**src/rtl/banco_registro_param.sv**
```systemverilog
// Parametrised register bank: two combinational read ports, one synchronous write port,
// optional write-to-read bypass, optional hardwired-zero r0, and a one-register-per-cycle bulk clear.
module banco_registro_param #(
    parameter int DATA_W   = 32,
    parameter int ADDR_W   = 5,
    parameter int ZERO_REG = 1,
    parameter int BYPASS   = 1
) (
    input  logic              clk,
    input  logic              rst,
    input  logic [ADDR_W-1:0] RA1,
    input  logic [ADDR_W-1:0] RA2,
    output logic [DATA_W-1:0] DR1,
    output logic [DATA_W-1:0] DR2,
    input  logic [ADDR_W-1:0] dir,
    input  logic [DATA_W-1:0] di,
    input  logic              RW,
    input  logic              clr,
    output logic              busy,
    output logic              wr_drop
);

    localparam int DEPTH = 2**ADDR_W;

    localparam logic [0:0] S_IDLE  = 1'b0;
    localparam logic [0:0] S_CLEAR = 1'b1;

    logic [DATA_W-1:0] mem_q [DEPTH];
    logic [0:0]        state_q, state_d;
    logic [ADDR_W-1:0] ptr_q, ptr_d;
    logic              wr_drop_q, wr_drop_d;
    logic              idle;
    logic              wr_en;

    assign idle  = (state_q == S_IDLE);
    // Writes to a hardwired r0 vanish without counting as a rejected write.
    assign wr_en = idle && RW && !((ZERO_REG != 0) && (dir == '0));

    always_comb begin
        state_d   = state_q;
        ptr_d     = ptr_q;
        wr_drop_d = 1'b0;
        case (state_q)
            S_IDLE: begin
                if (clr) begin
                    state_d = S_CLEAR;
                    ptr_d   = '0;
                end
            end
            default: begin
                ptr_d     = ptr_q + 1'b1;
                wr_drop_d = RW;
                if (ptr_q == '1)
                    state_d = S_IDLE;
            end
        endcase
    end

    always_ff @(posedge clk or posedge rst) begin
        if (rst) begin
            state_q   <= S_IDLE;
            ptr_q     <= '0;
            wr_drop_q <= 1'b0;
        end else begin
            state_q   <= state_d;
            ptr_q     <= ptr_d;
            wr_drop_q <= wr_drop_d;
        end
    end

    // Write and clear never collide: writes are only taken in IDLE.
    always_ff @(posedge clk or posedge rst) begin
        if (rst) begin
            for (int i = 0; i < DEPTH; i++)
                mem_q[i] <= '0;
        end else begin
            if (wr_en)
                mem_q[dir] <= di;
            if (state_q == S_CLEAR)
                mem_q[ptr_q] <= '0;
        end
    end

    logic [1:0][ADDR_W-1:0] ra;
    logic [1:0][DATA_W-1:0] dr;

    assign ra = {RA2, RA1};

    always_comb begin
        dr = '0;
        for (int p = 0; p < 2; p++) begin
            if ((ZERO_REG != 0) && (ra[p] == '0))
                dr[p] = '0;
            else if ((BYPASS != 0) && idle && RW && (dir == ra[p]))
                dr[p] = di;
            else
                dr[p] = mem_q[ra[p]];
        end
    end

    assign DR1     = dr[0];
    assign DR2     = dr[1];
    assign busy    = (state_q == S_CLEAR);
    assign wr_drop = wr_drop_q;

endmodule

```
**config.mk**
```make
export PLATFORM = sky130hd
export DESIGN_NAME = banco_registro_param
export DESIGN_NICKNAME = d
export VERILOG_FILES = /design/src/rtl/banco_registro_param.sv
export SDC_FILE = /design/constraint.sdc
export NUM_CORES = 2
export LEC_CHECK = 0
export BUFFER_PORTS_ARGS = -buffer_cell sky130_fd_sc_hd__buf_4
export CAP_MARGIN = 20
export CORE_ASPECT_RATIO = 0.9
export CORE_MARGIN = 8
export CORE_UTILIZATION = 50
export CTS_CLUSTER_SIZE = 16
export DETAILED_ROUTE_END_ITERATION = 8
export PLACE_DENSITY = 0.75
export RECOVER_POWER = 50
export SYNTH_ARGS = -nofsm -noshare
export SYNTH_HDL_FRONTEND = slang
export SYNTH_SLANG_ARGS = --single-unit
```
**constraint.sdc**
```tcl
create_clock -name clk -period 59.3 [get_ports clk]
set_clock_uncertainty 0.05 [all_clocks]
set_input_delay 17.79 -clock clk [delete_from_list [all_inputs] [get_ports clk]]
set_output_delay 17.79 -clock clk [all_outputs]
set_load 0.03 [all_outputs]
```
[Word level (Yosys, flattened, before mapping)]
Index checks and enable logic that the tools add are counted.
Storage, ports and cells
  input bits: 51
  bits in registers: 1031
Cells by class
  $add $sub $neg: 1
  bitwise operators: 7
  mux-type cells: 23
  $lt $le $gt $ge: 6
  reduce and logical (&&, ||, !) cells: 11
  equality and inequality tests: 3
Operators with widths (number)
  2-to-1 mux 1024 bit: 2
  bitwise AND 1024 bit: 1
  bitwise mux 1024 bit: 1
  inverter 1024 bit: 1
  binary-select mux 32 bit (select 5 bit): 2
  demux 32 bit (select 5 bit): 2
  2-to-1 mux 32 bit: 10
  greater-or-equal comparator 6 bit (second input constant): 4
  inverter 5 -> 6 bit: 4
  zero test 5 bit: 3
  less-than comparator 6 x 1 -> 1 bit (second input constant): 2
  equality test 5 bit: 2
  2-to-1 mux 5 bit: 2
  logical AND 1 bit: 6
  adder 5 x 1 -> 5 bit (second input constant): 1
  equality test 5 bit (second input constant): 1
  2-to-1 mux 1 bit: 4
  nonzero test 2 bit: 1
  zero test 1 bit: 1
  inverter 1 bit: 1

[Longest topological paths before layout]
  word-level depth: 9
  gate-level depth with buffers: 10
  mapped depth without buffers: 5

[Least setup slack after synthesis]
Ideal clock, no wire load.
  path type: input -> output
  start point: in RA2[2]
  end point: out DR2[15]
  buffers on the path: 4
  data required time: 41460 ps
  setup slack: 21622 ps
  data arrival time: 19838 ps
  stages: 9
  cell sequence: buf_2 buf_4 buf_2 inv_2 buf_1 nor2_1 o32ai_1 nor3_1 nor3_1
On the way
  cells in the longest elaborated chain, start to end: 6
RTL lines
  start, declared: line 12  | input logic [ADDR_W-1:0] RA2,
  inverter 5 -> 6 bit (not written as such): line 97  | dr[p] = mem_q[ra[p]];
  binary-select mux 32 bit (select 5 bit): line 97
  2-to-1 mux 32 bit (not written as such) (2 in a row): line 97
  2-to-1 mux 32 bit: line 94  | else if ((BYPASS != 0) && idle && RW && (dir == ra[p]))
  2-to-1 mux 32 bit *: line 92  | if ((ZERO_REG != 0) && (ra[p] == '0))
  end, declared: line 14  | output logic [DATA_W-1:0] DR2,
Every way passes the cells marked *; elsewhere a longest branch is shown, timed or not. The select of a mux whose other input is x is not followed.

[Worst setup path in the final report]
  start point: in RA1[0]
  end point: out DR1[4]
On the way
  cells in the longest elaborated chain, start to end: 6
RTL lines
  start, declared: line 11  | input logic [ADDR_W-1:0] RA1,
  inverter 5 -> 6 bit (not written as such): line 97
  binary-select mux 32 bit (select 5 bit): line 97
  2-to-1 mux 32 bit (not written as such) (2 in a row): line 97
  2-to-1 mux 32 bit: line 94
  2-to-1 mux 32 bit *: line 92
  end, declared: line 13  | output logic [DATA_W-1:0] DR1,
Marks and branches as above.

==> key figures <==
Synthesis
  • Post-synth EDFFs: 0
  • Yosys warns: 0
  • Synth top area share: 0.442
  • Sequential share of the synthesized area: 0.442
  • Unique masters post-synth: 57
  • Mapped Cells: between 6k and 7k
  • Avg Inst Size Synth: roughly 9.5 µm²
  • Post-synth top area cell: dfrtp_1
  • Asr flop ratio synth: 1.00
  • Syn_nets: a little over 6k
  • Largest cells by area after synthesis: dfrtp_1 (44%), mux4_2 (16%), nand2_1 (13%)
  • Yosys reg bits: between 1k and 1.5k
  • Synth Cell Area: a little under 0.06 mm²
  • Ys flop type: dfrtp_1

Pwr
  • Sequential power share: 0.425
  • Peak VDD IR: ~0.024 mV
  • Leak: 26.3 nW
  • Power, Total: 1.90 mW
  • Sw Pwr: between 0.5 and 0.6 mW
  • Pwr Density: between 20 and 30 mW/mm²
  • Clk pwr share: 0.389
  • Combinational share of power: 0.186
  • Fraction of power spent switching nets: 0.311
  • Power Internal: around 1.3 mW

Setup path
  • CP endpoint kind: output port
  • Worst Path Required: just over 40 ns
  • Slowest cell delay on critical path: around 1.1 ns
  • Max Fanout on Critical Path: 80
  • Crit Path Class: in -> out
  • R2R depth: 6
  • Crit-path slowest cell: a2111oi_0
  • Critical Path AT: roughly 23 ns
  • Most Frequent Cell on Critical Path: buf_4
  • Startpoint Class: input port
  • Critical Path, Cell by Cell: buf_8, buf_4, buf_4, mux2_2, o22ai_1, a2111oi_0, buf_4, nor3_1, nor3_1, buf_4

Clocking
  • Post-CTS sizing: 0
  • Sink Count: 1,031
  • Clock transition at path regs: about 0.060 ns
  • Clk root buf: clkbuf_16
  • CTS buffer count: approximately 100
  • Clock Latency Late Sink: 0.70 ns
  • Post-CTS setup buffer count: 0
  • CTS Hold Bufs: 0
  • H-tree levels: 3
  • CTS Buffer Depth: 3
  • CTS tree: done

Min path
  • Hold Path Cell Cnt: 1
  • Hold Path Class: reg -> reg

Finish
  • Layout filler cell count: between 9k and 10k
  • Fraction of layout cells with a size suffix above 1: 0.173
  • Nets: between 5k and 6k
  • Design area: around 0.064 mm²
  • P&R area growth vs syn: 9.49%
  • Layout Utilization: 0.549

Route
  • DR iter-0 viols: slightly above 10k
  • Routed WL: around 250,000 µm
  • Vias per cell: around 7.2
  • Via count: roughly 55k
  • DR WL/cell: roughly 33 µm
  • Routed Antenna Nets: 0
  • First-pass DRT Iterations: 9
  • # DRC: 0

Timing
  • RSZ-0062 raised after global routing: no
  • Slew Viols, Final: 1,139
  • Worst slew margin: -2.94
  • Setup_tns: 0 ns
  • Fmax: 24.5 MHz
  • Worst Tran Pin Value: approximately 5.9 ns
  • Final hold vios: 0
  • Period minus WS final: approximately 41 ns
  • Fin crit share: 0.688
  • Final Setup Violations: 0

Place
  • Post-detail-place hpwl: between 100,000 and 150,000 µm
  • IO buf count: around 120
  • Placed cell areas: between 0.06 and 0.07 mm²
  • Final GP Congestion: 0.976

Die
  • Io pins: approximately 120
  • # rows: 119
  • Core area: ~0.12 mm²
  • Initial cell density of the core: 0.502
  • Die width: between 300 and 400 µm
  • Die area: approximately 0.13 mm²
  • DIE HEIGHT: ~340 µm

Status
  • Failing checks: max-capacitance violations, max-slew violations
  • Status: finished with violations

Global routing
  • First-pass GRT wire length: 356,000 µm
  • Vias in the first global route: ~54k
  • Pin count of the biggest net entering global routing: between 100 and 150
  • Initial antenna violation count: 20
  • Grt ovf: 0
  • Total GRT Usage: 0.373

Flow run
  • Max-Cap Viols: 29
path summary, 6_finish.rpt:
| kind | from | endpoint | slack (ns) |
|---|---|---|---|
| max | RA1[0] | DR1[4] | 18.48 |
| min | mem_q[1015] | mem_q[1015] | 0.47 |
| max reg2reg | busy | mem_q[509] | 54.06 |
| min reg2reg | mem_q[1015] | mem_q[1015] | 0.47 |
| max in group asynchronous | rst | mem_q[213] | 31.52 |
| min in group asynchronous | rst | mem_q[308] | 18.83 |
through the flow:
stage / worst slack [ns] / hold slack (ns) / cells
floorplan: 12.45 / 0.414 / 6123
global placement: 19.08 / 0.435 / 7333
detailed placement: 19.03 / 0.442 / 7334
CTS: 19.03 / 0.463 / 7529
global route: 18.66 / 0.486 / 7547
finish: 18.48 / 0.469 / 7559
synth_stat cells (all sizes together) (2+ instances only):
cell and number:
clkbuf 408, o221ai 21, o22ai 57, and2 35
nor2b 21, or3 9, a21oi 1002, nor3b 3
and3b 2, o21bai 15, a2111oi 17, mux2 110
a32oi 12, dfrtp 1031, nand2b 15, buf 226
ha 5, a221o 20, xnor2 9, a221oi 39
o32ai 8, or2 6, nand2 2023, inv 18
o21ai 53, or3b 2, nor4 2, a211o 15
nor2 133, mux4 428, nor3 75, mux2i 187
nand4 3, a22oi 32, nand3b 3, nand3 31
a211oi 38
power groups by stage:
stage          logic, mW  registers, mW  clock network [mW]
6_report           0.354          0.807               0.739
5_1_grt            0.362          0.813               0.762
4_1_cts            0.333          0.805               0.734
3_5_place_dp       0.332          0.817                   0
3_3_place_gp       0.325          0.813                   0
2_1_floorplan      0.218          0.801                   0
sequential cells by signal, summed over array words and instances, names as in the netlist:
| register | cells |
|---|---|
| mem_q | 1024 |
| ptr_q | 5 |
| busy | 1 |
| wr_drop | 1 |
per-layer routing:
layer | vias up | GRT usage | share of wire
li1 | 21000 | - | -
met1 | 26300 | 0.453 | 0.32
met2 | 5615 | 0.487 | 0.38
met3 | 1654 | 0.226 | 0.21
met4 | 30 | 0.240 | 0.088
met5 | - | 0.0660 | 0.0039
cells by family (layout without fill, tap and decap cells):
family,count (synthesis),in the layout,share of synthesized area
AOI/OAI and AO/OA,1333,1333,0.128
xor gates and xnor gates,10,10,0.00150
adders and majority gates,5,5,0.00107
buffers and inverters,653,495,0.0496
DFF,1031,1031,0.442
muxes,725,725,0.219
other,0,21,0
and+or+nand+nor,2366,2366,0.160
cell usage in the layout (no fill, tap or decap), drive strengths merged, types with 25 or more instances in the layout:
cell type	instances
nand2	2023
dfrtp	1031
nor3	75
o22ai	57
o21ai	53
clkbuf	178
a22oi	32
a21oi	1002
buf	246
nand3	31
clkinv	25
mux4	428
mux2i	187
a211oi	38
and2	35
nor2	133
a221oi	39
mux2	110
worst max-delay path, delay by kind of cell:
kind / cells / cell delay, ns
muxes: 1 / 0.32
buffers and inverters: 5 / 2.72
and+or+nand+nor: 2 / 0.90
AOI/OAI and AO/OA: 2 / 1.15
layout make-up:
class,instances,area (µm²),area share
antenna,21,52.6,0.000821
clock buffer,144,3070,0.0480
clock inverter,51,711,0.0111
inverter,19,72.6,0.00113
multi-input combinational,4439,30200,0.471
sequential,1031,25800,0.403
tap,1573,1970,0.0308
timing repair buffer,281,2150,0.0336
(Power assumes the default switching activity.)
